$ cat src/rtl/cve2_pkg.sv
// -----------------------------------------------------------------------------
// cve2_pkg
// Shared types for the CVE2 OBI bus arbiter slice.
//   obi_owner_e : which core port issued a bus transaction
//   arb_state_e : arbiter request-lock state
//   other_owner : helper returning the opposite port (round-robin pick)
// -----------------------------------------------------------------------------
package cve2_pkg;

  typedef enum logic {
    OBI_OWNER_INSTR = 1'b0,
    OBI_OWNER_DATA  = 1'b1
  } obi_owner_e;

  typedef enum logic [1:0] {
    ARB_IDLE   = 2'd0,
    ARB_HOLD_I = 2'd1,
    ARB_HOLD_D = 2'd2
  } arb_state_e;

  // Byte enables used for instruction fetches (always full word).
  localparam logic [3:0] OBI_BE_ALL = 4'hF;

  function automatic obi_owner_e other_owner(input obi_owner_e owner);
    return (owner == OBI_OWNER_DATA) ? OBI_OWNER_INSTR : OBI_OWNER_DATA;
  endfunction

endpackage

$ cat src/rtl/cve2_obi_owner_fifo.sv
// -----------------------------------------------------------------------------
// cve2_obi_owner_fifo
// In-order record of which port owns each granted-but-unanswered transaction.
// One entry per outstanding transaction; the head is the owner of the next
// response.
//   clk_i, rst_ni  : clock, async active-low reset (FIFO empties on reset)
//   push_i         : a transaction was granted this cycle
//   push_owner_i   : port that received the grant
//   pop_i          : a response arrived this cycle (caller gates with !empty_o)
//   head_o         : owner of the oldest outstanding transaction
//   full_o/empty_o : occupancy flags
//   count_o        : number of outstanding transactions
// -----------------------------------------------------------------------------
module cve2_obi_owner_fifo
  import cve2_pkg::*;
#(
  parameter  int unsigned Depth = 2,
  localparam int unsigned CntW  = $clog2(Depth + 1),
  localparam int unsigned PtrW  = (Depth > 1) ? $clog2(Depth) : 1
) (
  input  logic            clk_i,
  input  logic            rst_ni,
  input  logic            push_i,
  input  obi_owner_e      push_owner_i,
  input  logic            pop_i,
  output obi_owner_e      head_o,
  output logic            full_o,
  output logic            empty_o,
  output logic [CntW-1:0] count_o
);

  logic [PtrW-1:0] wptr_q, wptr_d;
  logic [PtrW-1:0] rptr_q, rptr_d;
  logic [CntW-1:0] count_q, count_d;
  obi_owner_e      mem_q [Depth];

  function automatic logic [PtrW-1:0] ptr_inc(input logic [PtrW-1:0] ptr);
    return (ptr == PtrW'(Depth - 1)) ? '0 : ptr + 1'b1;
  endfunction

  // NOTE: every signal driven here gets a value before any branch, so no
  // path leaves it unassigned and no latch is inferred.
  always_comb begin
    wptr_d  = wptr_q;
    rptr_d  = rptr_q;
    count_d = count_q;
    if (push_i) wptr_d = ptr_inc(wptr_q);
    if (pop_i)  rptr_d = ptr_inc(rptr_q);
    unique case ({push_i, pop_i})
      2'b10:   count_d = count_q + 1'b1;
      2'b01:   count_d = count_q - 1'b1;
      default: count_d = count_q;  // idle, or push and pop cancel out
    endcase
  end

  // NOTE: state registers use non-blocking assignment so every flop samples
  // the pre-edge values regardless of statement order.
  always_ff @(posedge clk_i or negedge rst_ni) begin
    if (!rst_ni) begin
      wptr_q  <= '0;
      rptr_q  <= '0;
      count_q <= '0;
    end else begin
      wptr_q  <= wptr_d;
      rptr_q  <= rptr_d;
      count_q <= count_d;
    end
  end

  // NOTE: the storage array has no reset; an entry is only read after it has
  // been written, because the pointers and count are reset instead.
  always_ff @(posedge clk_i) begin
    if (push_i) mem_q[wptr_q] <= push_owner_i;
  end

  assign head_o  = mem_q[rptr_q];
  assign full_o  = (count_q == CntW'(Depth));
  assign empty_o = (count_q == '0);
  assign count_o = count_q;

endmodule

$ cat src/rtl/cve2_obi_arbiter.sv
// -----------------------------------------------------------------------------
// cve2_obi_arbiter
// Two-to-one OBI arbiter merging the core's instruction-fetch and data ports
// onto one memory bus. Responses are routed back in grant order using an
// owner FIFO. Zero added latency on both request and response paths.
//
// Parameters
//   MaxOutstanding : granted-but-unanswered transactions allowed (1..4)
//   DataPriority   : winner of the first conflict after reset (1 = data)
//
// Ports
//   clk_i, rst_ni             : clock, async active-low reset
//   instr_*                   : core fetch port (req/gnt/rvalid/addr/rdata/err)
//   data_*                    : core load/store port (adds we/be/wdata)
//   bus_*                     : shared memory bus
//   busy_o                    : transactions outstanding or a request pending
//   unexp_rvalid_o            : sticky, response seen with nothing outstanding
// -----------------------------------------------------------------------------
module cve2_obi_arbiter
  import cve2_pkg::*;
#(
  parameter int unsigned MaxOutstanding = 2,
  parameter logic        DataPriority   = 1'b1
) (
  input  logic        clk_i,
  input  logic        rst_ni,

  input  logic        instr_req_i,
  output logic        instr_gnt_o,
  output logic        instr_rvalid_o,
  input  logic [31:0] instr_addr_i,
  output logic [31:0] instr_rdata_o,
  output logic        instr_err_o,

  input  logic        data_req_i,
  output logic        data_gnt_o,
  output logic        data_rvalid_o,
  input  logic        data_we_i,
  input  logic [3:0]  data_be_i,
  input  logic [31:0] data_addr_i,
  input  logic [31:0] data_wdata_i,
  output logic [31:0] data_rdata_o,
  output logic        data_err_o,

  output logic        bus_req_o,
  input  logic        bus_gnt_i,
  input  logic        bus_rvalid_i,
  output logic        bus_we_o,
  output logic [3:0]  bus_be_o,
  output logic [31:0] bus_addr_o,
  output logic [31:0] bus_wdata_o,
  input  logic [31:0] bus_rdata_i,
  input  logic        bus_err_i,

  output logic        busy_o,
  output logic        unexp_rvalid_o
);

  localparam int unsigned CntW = $clog2(MaxOutstanding + 1);

  arb_state_e      state_q, state_d;
  obi_owner_e      last_winner_q, last_winner_d;
  obi_owner_e      sel_owner;
  logic            sel_valid;
  logic            unexp_q, unexp_d;

  logic            push, pop;
  obi_owner_e      head_owner;
  logic            fifo_full, fifo_empty;
  logic [CntW-1:0] fifo_count;

  // ---------------------------------------------------------------------------
  // Arbitration. Fullness uses the registered count only, so a response in
  // the same cycle cannot unblock a request (no rvalid->req path).
  // ---------------------------------------------------------------------------
  always_comb begin
    state_d       = state_q;
    last_winner_d = last_winner_q;
    sel_valid     = 1'b0;
    sel_owner     = OBI_OWNER_INSTR;

    unique case (state_q)
      ARB_IDLE: begin
        if (!fifo_full) begin
          if (instr_req_i && data_req_i) begin
            sel_valid     = 1'b1;
            sel_owner     = other_owner(last_winner_q);
            last_winner_d = sel_owner;
          end else if (data_req_i) begin
            sel_valid = 1'b1;
            sel_owner = OBI_OWNER_DATA;
          end else if (instr_req_i) begin
            sel_valid = 1'b1;
            sel_owner = OBI_OWNER_INSTR;
          end
          // Lock the selection until granted so the payload stays stable.
          if (sel_valid && !bus_gnt_i) begin
            state_d = (sel_owner == OBI_OWNER_DATA) ? ARB_HOLD_D : ARB_HOLD_I;
          end
        end
      end
      ARB_HOLD_I: begin
        sel_owner = OBI_OWNER_INSTR;
        sel_valid = instr_req_i;
        if (bus_gnt_i || !instr_req_i) state_d = ARB_IDLE;
      end
      ARB_HOLD_D: begin
        sel_owner = OBI_OWNER_DATA;
        sel_valid = data_req_i;
        if (bus_gnt_i || !data_req_i) state_d = ARB_IDLE;
      end
      default: state_d = ARB_IDLE;
    endcase
  end

  // Request payload mux; idle bus drives zeros.
  always_comb begin
    bus_req_o   = sel_valid;
    bus_we_o    = 1'b0;
    bus_be_o    = 4'h0;
    bus_addr_o  = 32'h0;
    bus_wdata_o = 32'h0;
    if (sel_valid) begin
      if (sel_owner == OBI_OWNER_DATA) begin
        bus_we_o    = data_we_i;
        bus_be_o    = data_be_i;
        bus_addr_o  = data_addr_i;
        bus_wdata_o = data_wdata_i;
      end else begin
        bus_be_o    = OBI_BE_ALL;
        bus_addr_o  = instr_addr_i;
      end
    end
  end

  assign push        = bus_req_o & bus_gnt_i;
  assign instr_gnt_o = push & (sel_owner == OBI_OWNER_INSTR);
  assign data_gnt_o  = push & (sel_owner == OBI_OWNER_DATA);

  // ---------------------------------------------------------------------------
  // Response routing: the FIFO head names the owner of this response.
  // ---------------------------------------------------------------------------
  assign pop            = bus_rvalid_i & ~fifo_empty;
  assign instr_rvalid_o = pop & (head_owner == OBI_OWNER_INSTR);
  assign data_rvalid_o  = pop & (head_owner == OBI_OWNER_DATA);
  assign instr_err_o    = instr_rvalid_o & bus_err_i;
  assign data_err_o     = data_rvalid_o & bus_err_i;
  assign instr_rdata_o  = bus_rdata_i;
  assign data_rdata_o   = bus_rdata_i;

  assign unexp_d        = unexp_q | (bus_rvalid_i & fifo_empty);
  assign unexp_rvalid_o = unexp_q;
  assign busy_o         = (fifo_count != '0) | instr_req_i | data_req_i;

  cve2_obi_owner_fifo #(
    .Depth (MaxOutstanding)
  ) u_owner_fifo (
    .clk_i        (clk_i),
    .rst_ni       (rst_ni),
    .push_i       (push),
    .push_owner_i (sel_owner),
    .pop_i        (pop),
    .head_o       (head_owner),
    .full_o       (fifo_full),
    .empty_o      (fifo_empty),
    .count_o      (fifo_count)
  );

  always_ff @(posedge clk_i or negedge rst_ni) begin
    if (!rst_ni) begin
      state_q       <= ARB_IDLE;
      last_winner_q <= obi_owner_e'(~DataPriority);
      unexp_q       <= 1'b0;
    end else begin
      state_q       <= state_d;
      last_winner_q <= last_winner_d;
      unexp_q       <= unexp_d;
    end
  end

  // ---------------------------------------------------------------------------
  // Protocol checks
  // ---------------------------------------------------------------------------
  // An ungranted request must present the same payload next cycle.
  a_payload_stable: assert property (@(posedge clk_i) disable iff (!rst_ni)
    (bus_req_o && !bus_gnt_i) |=> (!bus_req_o || ($stable(bus_addr_o) &&
      $stable(bus_we_o) && $stable(bus_be_o) && $stable(bus_wdata_o))));

  a_no_push_full: assert property (@(posedge clk_i) disable iff (!rst_ni)
    push |-> !fifo_full);

  // A response in the same cycle as the grant of the only transaction.
  a_no_zero_latency: assert property (@(posedge clk_i) disable iff (!rst_ni)
    !(push && bus_rvalid_i && fifo_empty));

endmodule

$ cat config.mk
export PLATFORM = sky130hd
export DESIGN_NAME = cve2_obi_arbiter
export DESIGN_NICKNAME = d
export VERILOG_FILES = /design/src/rtl/cve2_pkg.sv /design/src/rtl/cve2_obi_owner_fifo.sv /design/src/rtl/cve2_obi_arbiter.sv
export SDC_FILE = /design/constraint.sdc
export NUM_CORES = 1
export LEC_CHECK = 0
export ABC_AREA = 0
export ABC_CLOCK_PERIOD_IN_PS = 1900
export CORE_AREA = 10 10 102 104
export DETAILED_ROUTE_END_ITERATION = 8
export DIE_AREA = 0 0 112 114
export DONT_BUFFER_PORTS = 1
export PLACE_DENSITY_LB_ADDON = 0.3
export SYNTH_ARGS = -nofsm -noshare
export SYNTH_HDL_FRONTEND = slang
export SYNTH_SLANG_ARGS = --single-unit
$ cat constraint.sdc
create_clock -name clk_i -period 1.9 [get_ports clk_i]
set_input_delay 0.38 -clock clk_i [delete_from_list [all_inputs] [get_ports clk_i]]
set_output_delay 0.38 -clock clk_i [all_outputs]
set_load 0.005 [all_outputs]
### Word level (Yosys, flattened, before mapping)

Memory sizes are Yosys's and may differ from the RTL's.
Cells that the tools add are included.

* flip-flop bits (word level): 8
* bits in writable memories: 2
* input port bits: 140
* word-level logic and storage cells: 82
* memories: 1

Memory list
* u_owner_fifo.mem_q: depth 2, bits a word 1, rd ports 1, clocked after memory_dff 0, write ports 1, RTL line cve2_obi_owner_fifo.sv:35 `obi_owner_e mem_q [Depth];`

* add/subtract/negate cells: 4
* equal/unequal tests: 9
* multiplexer cells: 33
* bitwise gates (word level): 16
* reduce and logical (&&, ||, !) cells: 13

Operators by type and width (number)
* two-way mux 32 bit: 4
* two-way mux 1 bit: 18
* two-way mux 2 bit: 5
* bitwise AND 1 bit: 9
* two-way mux 4 bit: 2
* != test 2 bit, second input constant: 4
* == test 2 bit, second input constant: 3
* one-hot mux 2 bit (3 select lines): 1
* == test 2 x 1 -> 1 bit, second input constant: 2
* zero test 2 bit: 2
* inverter 1 bit: 4
* one-hot mux 2 bit (2 select lines): 1
* AND reduction 4 bit: 1
* nonzero test 2 bit: 2
* zero test 1 bit: 3
* bitwise OR 1 bit: 3
* one-hot mux 1 bit (3 select lines): 1
* AND reduction 3 bit: 1
* adder 1 bit, second input constant: 2
* adder 2 x 1 -> 2 bit, second input constant: 1
* logical AND 1 bit: 2
* logical OR 1 bit: 2
* one-hot mux 1 bit (2 select lines): 1
* subtractor 2 x 1 -> 2 bit, second input constant: 1

### Longest topological paths before layout

Gate-level depths: netlist (run 1).

* depth after elaboration: 10
* gate-level depth with buffers: 8
* mapped depth without buffers: 7

### Modules after synthesis

From an unflattened synthesis (run 1), not the netlist that was laid out.

* cells, all modules: 276
* area total of the unflattened synthesis: 1920.6 um^2

By module, submodules not included
* cve2_obi_arbiter: instances 1, cells each 257, area each 1662.8 um^2, seq. area each 100.1 um^2
* cve2_obi_owner_fifo: instances 1, cells each 19, area each 257.7 um^2, seq. area each 160.2 um^2

### Least setup slack after synthesis (run 1)

Ideal clock, no wire load.

* path kind: flip-flop to output port
* start point: reg u_owner_fifo.count_q[0] (netlist: u_owner_fifo.count_o[0])
* end point: out bus_wdata_o[26]
* arrival: 1400 ps
* data required time: 1520 ps
* setup slack: 120 ps
* stages on the path, launching flop included: 9
* path buffers: 4
* cells stage by stage: dfrtp_1 -> buf_4 -> nor3b_2 -> o22a_1 -> buf_4 -> inv_2 -> buf_6 -> buf_6 -> and3_1

RTL lines
* from (decl): RTL line cve2_obi_owner_fifo.sv:34 `logic [CntW-1:0] count_q, count_d;`
* from (signal assigned): RTL line cve2_obi_owner_fifo.sv:66 `count_q <= count_d;`
* == test 2 bit: RTL line cve2_obi_owner_fifo.sv:77 `assign full_o = (count_q == CntW'(Depth));`
* two-way mux 1 bit: RTL line cve2_obi_arbiter.sv:84 `if (!fifo_full) begin`
* one-hot mux 1 bit (3 select lines): RTL line cve2_obi_arbiter.sv:82 `unique case (state_q)`
* via bus_req_o: RTL line cve2_obi_arbiter.sv:45 `output logic bus_req_o,`
* two-way mux 32 bit: RTL line cve2_obi_arbiter.sv:123 `if (sel_valid) begin`
* to (decl): RTL line cve2_obi_arbiter.sv:51 `output logic [31:0] bus_wdata_o,`

The timed path passes the listed nets, and every way through them passes these cells.

### Worst setup path in the final report (run 1)

* start point: reg state_q[1]
* end point: out bus_addr_o[31]

* word-level cells in the longest chain between the ends: 4

RTL lines
* from (decl): RTL line cve2_obi_arbiter.sv:61 `arb_state_e state_q, state_d;`
* from (signal assigned): RTL line cve2_obi_arbiter.sv:175 `state_q <= state_d;`
* == test 2 bit or zero test 2 bit (tied branches): RTL line cve2_obi_arbiter.sv:82
* one-hot mux 1 bit (2 select lines): RTL line cve2_obi_arbiter.sv:82
* two-way mux 32 bit: RTL line cve2_obi_arbiter.sv:124 `if (sel_owner == OBI_OWNER_DATA) begin`
* two-way mux 32 bit *: RTL line cve2_obi_arbiter.sv:123
* to (decl): RTL line cve2_obi_arbiter.sv:50 `output logic [31:0] bus_addr_o,`

Mark *: on every way between the ends. The rest lies on a longest branch, timed or not.

==> impl_metrics.py, run 1 <==
metrics = {
    "placement": {
        "post_dp_cell_area_um2": 2120,
        "hpwl_mm": 8.35,
        "place.port_buffers": 0,
        "placed_cells": 355,
        "globalplace.congestion": 0.745,
        "place_ws_ns": -0.0451,
    },
    "grt": {
        "antenna_found_initial": 2,
        "grt_pass1_wl_mm": 16.9,
        "grt.total_usage": 0.161,
        "overflow": 0,
        "grt_max_degree": 39,
        "grt_pass1_vias": 2576,
    },
    "route": {
        "routedWlPerCell_um": 31.2,
        "drtAntennaViolNets": 0,
        "vias": 2569,
        "drt_wl_total_mm": 12.0,
        "dr.pass1.iters": 6,
        "route.detailed.drc": 0,
        "vias_per_cell": 6.69,
        "drt_iter0_markers": 221,
    },
    "die": {
        "start_util": 0.283,
        "fp.dieH_um": 114,
        "ios": 282,
        "die_w_um": 112,
        "die_area_um2": 12800,
        "core_um2": 8470,
        "row_count": 34,
    },
    "logic_synthesis": {
        "synthTopCellsByCount": "66 x buf_4, 34 x and3_1",
        "ys_ff_latch": 10,
        "async_flop_share": 0.800,
        "yosysTopAreaCell": "buf_4",
        "syn_area_um2": 2390,
        "syn_inst": 330,
        "ys_top_cells_by_area": "buf_4 21%, a22oi_1 10%, o211ai_1 10%",
        "yosysMostFrequentCell": "buf_4",
        "synth_edf_count": 2,
        "yosysSeqAreaShare": 0.109,
        "ys_types": 35,
        "yosys_warnings": 0,
        "synth_ff_type": "dfrtp_1",
        "syn_area_per_cell_um2": 7.25,
        "synth_nets": 471,
        "synth_top_area_share": 0.207,
    },
    "worst_hold_path": {
        "hold_start": "bus_gnt_i",
        "min_path_type": "input pin to flop",
    },
    "pwr": {
        "leakagePower_uw": 0.00104,
        "power_density_nw_per_um2": 1420,
        "pwr-share-seq": 0.090,
        "internal-power_uw": 2120,
        "vdd_ir_drop_max_mv": 0.375,
        "switching_share": 0.507,
        "combPwrFrac": 0.856,
        "clockPowerShare": 0.054,
        "p_switching_uw": 2170,
    },
    "sta": {
        "min_period_ns": 2.04,
        "finalWorstSetupSlack_ns": -0.136,
        "final-hold-violation-count": 0,
        "slew-limit-headroom": 0.724,
        "max_freq_mhz": 491,
        "grt_setup_unrepaired": "true",
        "setup_viol": 71,
        "fin_skew_ns": 0.00611,
        "finalMaxSlewViolations": 0,
        "fin_crit_sh": 1.07,
        "worst_slew_pin_slew_ns": 0.413,
        "finalSetupTns_ns": -5.41,
    },
    "clock_tree": {
        "clock_sinks": 10,
        "clockBufferDepth": 2,
        "clk_latency_ns": 0.24,
        "cts_tree": "built",
        "clkSlewWorstSetupHoldPaths_ns": 0.05,
        "cts_root_buf": "clkbuf_8",
        "numCtsBuffers": 3,
        "h-tree-depth": 1,
    },
    "finish": {
        "fin_area_um2": 3030,
        "finalNonFillerCells": 384,
        "nNetsFinal": 418,
        "area_growth_syn_to_layout_pct": 26.7,
        "utilization": 0.358,
        "antenna-diode-count": 0,
        "drive_gt1_frac": 0.399,
    },
    "worst_setup_path": {
        "critPathSlowestCell": "dfrtp_2",
        "r2r_start": "state_q[1]$_DFFE_PN0P_",
        "cp_cell_sequence": "nand2b_4, o22a_4, buf_12, a31oi_2, buf_4",
        "critPathKind": "flop to primary output",
        "slowest_delay_ns": 0.47,
        "crit_arrival_ns": 1.66,
        "worst_setup_path_start_kind": "flop",
        "worstSetupStartpoint": "state_q[1]$_DFFE_PN0P_",
        "worstSetupEndpointType": "primary output",
        "cp.required_ns": 1.52,
        "cp_max_fo": 9,
    },
    "run_status": {
        "violations": "negative setup slack",
        "outcome": "finished, violations left",
    },
    "run": {
        "maxCapViolations": 0,
    },
}
[state kept, by name, indices dropped and copies added, names as in the netlist]
signal / cells
state_q: 2
u_owner_fifo.wptr_q: 1
unexp_rvalid_o: 1
u_owner_fifo.mem_q: 2
u_owner_fifo.count_o: 2
last_winner_q: 1
u_owner_fifo.rptr_q: 1
[metal layers]
metal,vias to the layer above,GRT usage,share of wire
li1,1103,-,-
met1,1221,0.165,0.32
met2,213,0.292,0.52
met3,32,0.0761,0.14
met4,0,0.0406,0.020
met5,-,0,0
[power groups by stage]
stage	registers (µW)	clock network, µW	logic (µW)
3_3_place_gp	384	0	2370
5_1_grt	400	255	3940
3_5_place_dp	384	0	2410
4_1_cts	368	233	3370
6_report	387	232	3670
2_1_floorplan	355	0	1880
[cell families after synthesis]
| kind of cell | count (synthesis) | synth area share |
|---|---|---|
| buffers and inverters | 111 | 0.294 |
| AOI/OAI and AO/OA | 108 | 0.326 |
| and+or+nand+nor | 93 | 0.240 |
| DFF | 10 | 0.109 |
| xor gates and xnor gates | 6 | 0.0220 |
| muxes | 1 | 0.00418 |
| adders and majority gates | 1 | 0.00523 |
[final cells by class]
cell class,count,area [µm²]
well taps,108,135
fillers,852,5430
flip-flops and latches,10,264
inverters,6,32.5
clock buffers,4,45.0
repair buffers,47,653
multi-input cells,209,1900
[repair_timing]
action / in CTS / in global routing
gates cloned: 3 / 6
endpoints found under the setup margin: 72 / 74
gates resized for setup: 65 / 31
hold buffers: 1 / 0
pin swaps: 19 / 23
hold endpoints to repair: 8 / 0
buffers inserted: 10 / 6
[path summary, 6_finish.rpt]
path	to	cells after the start	slack, ns
worst max-delay path	bus_addr_o[31]	5	-0.14
worst min-delay path	state_q[1]$_DFFE_PN0P_	1	0.20
worst max register to register	u_owner_fifo.mem_q[1]$_DFFE_PP_	5	0.12
worst min register to register	u_owner_fifo.rptr_q$_DFFE_PN0N_	1	0.49
max in group asynchronous	u_owner_fifo.count_o[1]$_DFFE_PN0P_	1	1.07
min in group asynchronous	u_owner_fifo.wptr_q$_DFFE_PN0P_	1	0.51
[metrics by stage]
stage	hold slack [ns]	power, µW
final	0.203	4290
after global routing	0.195	4590
after CTS	0.204	3970
after detailed placement	0.0847	2790
after global placement	0.0847	2750
after floorplan	0.0844	2230
[worst max-delay path: cells and delay by family (launching register included)]
kind	cells	cell delay (ns)
flops	1	0.47
compound gates	2	0.44
buf+inv	2	0.31
simple gates	1	0.18
[layout by cell type (no fill, tap or decap), drive strengths merged, types with 3 or more instances in the layout]
| cell type | count |
|---|---|
| a22oi | 32 |
| a31oi | 33 |
| and3 | 34 |
| buf | 42 |
| clkbuf | 8 |
| dfrtp | 8 |
| inv | 6 |
| nand2b | 5 |
| nand4 | 32 |
| nor2 | 4 |
| nor2b | 4 |
| nor3 | 7 |
| nor3b | 3 |
| o211ai | 32 |
| o21a | 4 |
| xnor2 | 4 |
No activity file was read; power rests on OpenSTA's default activity.
==> run 2, diff against run 1 <==
- CELL_PAD_IN_SITES_DETAIL_PLACEMENT: default -> 1
- CELL_PAD_IN_SITES_GLOBAL_PLACEMENT: default -> 2
- CORE_AREA: 10 10 102 104 -> default
- CORE_ASPECT_RATIO: default -> 1.75
- CORE_MARGIN: default -> 10
- CORE_UTILIZATION: default -> 29
- DIE_AREA: 0 0 112 114 -> default
==> impl_metrics.py, run 2 (synthesis gave the netlist of run 1 again) <==
metrics = {
    "finish": {
        "finalNonFillerCells": 352,
        "antenna-diode-count": 0,
        "final_cell_mix": "33 x and3_4, 32 x o211ai_1, 32 x nand4_1",
        "drive_gt1_frac": 0.420,
        "layout_commonest_cell": "and3_4",
        "area_growth_syn_to_layout_pct": 14.5,
        "utilization": 0.344,
        "fin_area_um2": 2740,
        "nNetsFinal": 404,
    },
    "clock_tree": {
        "clock_sinks": 10,
        "numCtsBuffers": 3,
        "h-tree-depth": 1,
        "cts_tree": "built",
        "clkSlewWorstSetupHoldPaths_ns": 0.04,
        "clockBufferDepth": 2,
        "clk_latency_ns": 0.24,
        "cts_root_buf": "clkbuf_16",
    },
    "worst_hold_path": {
        "hold_start": "bus_gnt_i",
        "min_path_type": "input pin to flop",
    },
    "route": {
        "routedWlPerCell_um": 31.6,
        "dr.pass1.iters": 6,
        "drt_wl_total_mm": 11.1,
        "vias": 2481,
        "route.detailed.drc": 0,
        "drt_iter0_markers": 98,
        "drtAntennaViolNets": 0,
        "vias_per_cell": 7.05,
    },
    "worst_setup_path": {
        "cp.required_ns": 1.52,
        "r2r_slack_ns": 0.01,
        "worstSetupEndpointType": "primary output",
        "setup.worst_path.end": "bus_wdata_o[30]",
        "r2r_start": "state_q[0]$_DFFE_PN0P_",
        "crit_arrival_ns": 1.63,
        "cp_max_fo": 10,
        "worstSetupStartpoint": "u_owner_fifo.count_o[0]$_DFFE_PN0P_",
        "critPathKind": "flop to primary output",
        "r2r_cells": 7,
        "worst_setup_path_start_kind": "flop",
        "reg2reg_to": "u_owner_fifo.count_o[1]$_DFFE_PN0P_",
    },
    "pwr": {
        "clockPowerShare": 0.098,
        "switching_share": 0.494,
        "pwr-share-seq": 0.099,
        "power_density_nw_per_um2": 1440,
        "vdd_ir_drop_max_mv": 0.919,
        "leakagePower_uw": 0.000871,
        "combPwrFrac": 0.803,
        "internal-power_uw": 2000,
        "p_switching_uw": 1950,
    },
    "die": {
        "start_util": 0.300,
        "die_area_um2": 12400,
        "core_um2": 7960,
        "ios": 282,
        "die_w_um": 88.7,
        "row_count": 43,
        "fp.dieH_um": 140,
    },
    "sta": {
        "final-hold-violation-count": 0,
        "min_period_ns": 2.01,
        "max_freq_mhz": 498,
        "fin_crit_sh": 1.06,
        "grt_setup_unrepaired": "true",
        "finalWorstSetupSlack_ns": -0.107,
        "worst_slew_pin_slew_ns": 0.419,
        "fin_skew_ns": 0.00245,
        "finalSetupTns_ns": -4.68,
        "setup_viol": 72,
        "slew-limit-headroom": 0.720,
        "finalMaxSlewViolations": 0,
    },
    "grt": {
        "overflow": 0,
        "grt.total_usage": 0.161,
        "antenna_found_initial": 0,
        "grt_pass1_vias": 2629,
        "grt_pass1_wl_mm": 15.8,
        "grt_max_degree": 39,
    },
    "placement": {
        "place.port_buffers": 0,
        "place_ws_ns": 0.0178,
        "placed_cells": 340,
        "globalplace.congestion": 0.742,
        "post_dp_cell_area_um2": 2120,
        "hpwl_mm": 8.53,
    },
    "run": {
        "maxCapViolations": 0,
    },
    "run_status": {
        "outcome": "finished, violations left",
        "violations": "negative setup slack",
    },
}
[run 2: changes by cell type in the layout (fill, tap and decap cells not counted), moves of 2 or more]
cell,previous run,this run
a31oi_2,16,21
and3_1,34,1
clkbuf_8,3,0
a31oi_4,16,2
buf_6,6,8
a22oi_1,21,31
and3_4,0,33
buf_16,2,0
inv_6,2,0
a31oi_1,1,10
buf_4,20,13
a22oi_2,11,1
buf_12,12,8
[run 2: worst min-delay path by stage]
stage | slack [ns] | to | cells past startpoint
floorplan | 0.08 | last_winner_q$_DFFE_PN0P_ | 0
global placement | 0.08 | unexp_rvalid_o$_DFF_PN0_ | 0
detailed placement | 0.08 | unexp_rvalid_o$_DFF_PN0_ | 0
CTS | 0.20 | state_q[1]$_DFFE_PN0P_ | 1
global route | 0.20 | state_q[1]$_DFFE_PN0P_ | 1
finish | 0.20 | state_q[1]$_DFFE_PN0P_ | 1
[run 2: stage by stage]
step	power, µW	hold slack [ns]
after global routing	4240	0.205
after CTS	3770	0.199
after floorplan	2230	0.0844
final	3950	0.203
after global placement	2850	0.0848
after detailed placement	2900	0.0847
[run 2: power groups by stage]
stage	Clock [µW]	Combinational (µW)	Sequential [µW]
floorplan	0	1880	355
global placement	0	2470	372
detailed placement	0	2530	375
CTS	399	2990	389
global route	406	3440	400
finish	387	3170	389
[run 2: worst max-delay path, cell delays in order, from the launching register on]
cell       delay, ns
dfrtp_1         0.40
buf_6           0.15
nor3b_4         0.23
o22a_4          0.21
inv_4           0.06
clkbuf_16       0.16
and3_4          0.17
[run 2: what timing repair did]
action | CTS | global route
hold endpoints to repair | 8 | 0
hold buffers | 1 | 0
endpoints found under the setup margin | 72 | 74
cloned | 0 | 3
setup buffers | 2 | 2
resized for setup | 70 | 18
pin swaps | 7 | 9
[run 2: final cells by class]
| cell class | instances | area [µm²] |
|---|---|---|
| Sequential cell | 10 | 264 |
| Clock inverter | 1 | 3.75 |
| Tap cell | 90 | 113 |
| Timing Repair Buffer | 33 | 423 |
| Fill cell | 926 | 5220 |
| Inverter | 6 | 32.5 |
| Clock buffer | 3 | 75.1 |
| Multi-Input combinational cell | 209 | 1830 |
[run 2: layer usage]
layer  part of all wire  global-route usage
met1               0.30               0.143
met2               0.55               0.298
met3               0.12              0.0772
met4              0.024              0.0539
met5                  0                   0
==> run 3, diff against run 2 <==
- ABC_CLOCK_PERIOD_IN_PS: 1900 -> 1600
- CORE_UTILIZATION: 29 -> 26
- clock period: 1.9 -> 1.6 ns (I/O delays scaled with it)
==> impl_metrics.py, run 3 (synthesis gave the netlist of run 1 again) <==
metrics = {
    "placement": {
        "place.port_buffers": 0,
        "globalplace.congestion": 0.731,
        "hpwl_mm": 8.93,
        "placed_cells": 384,
        "post_dp_cell_area_um2": 2460,
    },
    "sta": {
        "finalMaxSlewViolations": 0,
        "grt_setup_unrepaired": "true",
        "min_period_ns": 1.97,
        "max_freq_mhz": 509,
        "worst_slew_pin_slew_ns": 0.409,
        "final-hold-violation-count": 0,
        "slew-limit-headroom": 0.726,
        "setup_viol": 78,
        "finalWorstSetupSlack_ns": -0.365,
        "fin_skew_ns": 0.000828,
        "fin_crit_sh": 1.23,
    },
    "clock_tree": {
        "h-tree-depth": 1,
        "clockBufferDepth": 2,
        "clock_sinks": 10,
        "numCtsBuffers": 3,
        "cts_root_buf": "clkbuf_16",
        "clk_latency_ns": 0.24,
        "clkSlewWorstSetupHoldPaths_ns": 0.04,
        "cts_tree": "built",
    },
    "worst_setup_path": {
        "critPathKind": "flop to primary output",
        "cp_cell_sequence": "buf_4, buf_6, nor2b_4, a31oi_4, inv_4, clkbuf_16, and3_4",
        "setup.worst_path.end": "bus_wdata_o[28]",
        "critPathSlowestCell": "dfrtp_1",
        "cp_max_fo": 6,
        "reg2reg_to": "u_owner_fifo.count_o[1]$_DFFE_PN0P_",
        "cp.required_ns": 1.28,
        "worst_setup_path_start_kind": "flop",
        "slowest_delay_ns": 0.37,
        "r2r_start": "state_q[0]$_DFFE_PN0P_",
        "r2r_cells": 10,
        "worstSetupStartpoint": "state_q[1]$_DFFE_PN0P_",
        "crit_arrival_ns": 1.65,
        "worstSetupEndpointType": "primary output",
        "r2r_slack_ns": -0.16,
    },
    "grt": {
        "antenna_found_initial": 0,
        "grt_pass1_wl_mm": 18.0,
        "grt_pass1_vias": 3038,
        "overflow": 0,
        "grt.total_usage": 0.165,
        "grt_max_degree": 39,
    },
    "die": {
        "die_area_um2": 13600,
        "ios": 282,
        "start_util": 0.265,
        "core_um2": 9040,
        "die_w_um": 92.5,
        "fp.dieH_um": 147,
        "row_count": 46,
    },
    "route": {
        "drt_wl_total_mm": 12.7,
        "drt_iter0_markers": 64,
        "routedWlPerCell_um": 31.0,
        "route.detailed.drc": 0,
        "drtAntennaViolNets": 0,
        "vias": 2596,
        "vias_per_cell": 6.35,
        "dr.pass1.iters": 4,
    },
    "run_status": {
        "outcome": "finished, violations left",
        "violations": "negative setup slack",
    },
    "run": {
        "maxCapViolations": 0,
    },
    "pwr": {
        "combPwrFrac": 0.856,
        "p_switching_uw": 2950,
        "power_density_nw_per_um2": 1740,
        "clockPowerShare": 0.071,
        "pwr-share-seq": 0.073,
        "internal-power_uw": 3360,
        "leakagePower_uw": 0.00115,
        "switching_share": 0.468,
        "vdd_ir_drop_max_mv": 0.962,
    },
    "finish": {
        "fin_area_um2": 3620,
        "fillers": 981,
        "finalNonFillerCells": 409,
        "nNetsFinal": 431,
        "drive_gt1_frac": 0.592,
        "final_cell_mix": "32 x o211ai_1, 32 x nand4_1, 32 x and3_4",
        "antenna-diode-count": 0,
        "area_growth_syn_to_layout_pct": 51.3,
    },
    "worst_hold_path": {
        "min_path_type": "input pin to flop",
    },
}
run 3: power groups by stage:
stage / clock [µW] / sequential (µW) / combinational (µW)
floorplan: 0 / 435 / 2480
CTS: 452 / 436 / 4650
global placement: 0 / 434 / 3460
detailed placement: 0 / 442 / 3500
global route: 470 / 474 / 5760
finish: 445 / 460 / 5400
run 3: cell type report:
class | instances | area, µm² | share of cell area
Clock buffer | 3 | 75.1 | 0.0207
Inverter | 6 | 27.5 | 0.00760
Timing Repair Buffer | 60 | 850 | 0.235
Clock inverter | 1 | 3.75 | 0.00104
Multi-Input combinational cell | 209 | 2250 | 0.622
Sequential cell | 10 | 263 | 0.0726
Tap cell | 120 | 150 | 0.0415
run 3: through the flow:
stage | util | setup slack [ns] | hold WS [ns] | TNS [ns] | power [µW]
2_1_floorplan | - | -0.0869 | 0.0244 | -2.36 | 2910
3_3_place_gp | 0.272 | -0.132 | 0.0248 | -5.63 | 3900
5_1_grt | 0.401 | -0.465 | 0.157 | -29.84 | 6710
4_1_cts | 0.360 | -0.352 | 0.152 | -23.21 | 5540
6_report | 0.401 | -0.365 | 0.153 | -24.65 | 6310
3_5_place_dp | 0.272 | -0.143 | 0.0247 | -5.97 | 3940
run 3: critical path, delay by kind of cell, from the launching register on:
family	cells	cell delay (ns)
simple gates	2	0.32
flops	1	0.37
compound gates	1	0.20
buf+inv	4	0.51
run 3: what timing repair did:
item / 4_1_cts / 5_1_grt
pin swaps: 21 / 9
buffers inserted: 6 / 3
hold endpoints to repair: 8 / 0
setup endpoints to repair: 80 / 81
resized for setup: 92 / 39
cloned: 4 / 7
hold buffers: 1 / 0
run 3: layer usage:
| layer | routed length, µm | part of all wire | vias up | track usage |
|---|---|---|---|---|
| met3 | 1340 | 0.11 | 46 | 0.0612 |
| met4 | 466 | 0.037 | 0 | 0.0798 |
| met2 | 7120 | 0.56 | 159 | 0.315 |
| met1 | 3770 | 0.30 | 1260 | 0.144 |
| li1 | - | - | 1131 | - |
| met5 | 0 | 0 | - | 0 |
run 3: worst min path at each step:
stage | from | endpoint | cells past startpoint | slack, ns
6_report | bus_gnt_i | state_q[1]$_DFFE_PN0P_ | 1 | 0.15
3_3_place_gp | rst_ni | u_owner_fifo.rptr_q$_DFFE_PN0N_ | 0 | 0.02
3_5_place_dp | rst_ni | u_owner_fifo.rptr_q$_DFFE_PN0N_ | 0 | 0.02
5_1_grt | bus_gnt_i | state_q[0]$_DFFE_PN0P_ | 1 | 0.16
2_1_floorplan | rst_ni | last_winner_q$_DFFE_PN0P_ | 0 | 0.02
4_1_cts | bus_gnt_i | state_q[0]$_DFFE_PN0P_ | 1 | 0.15
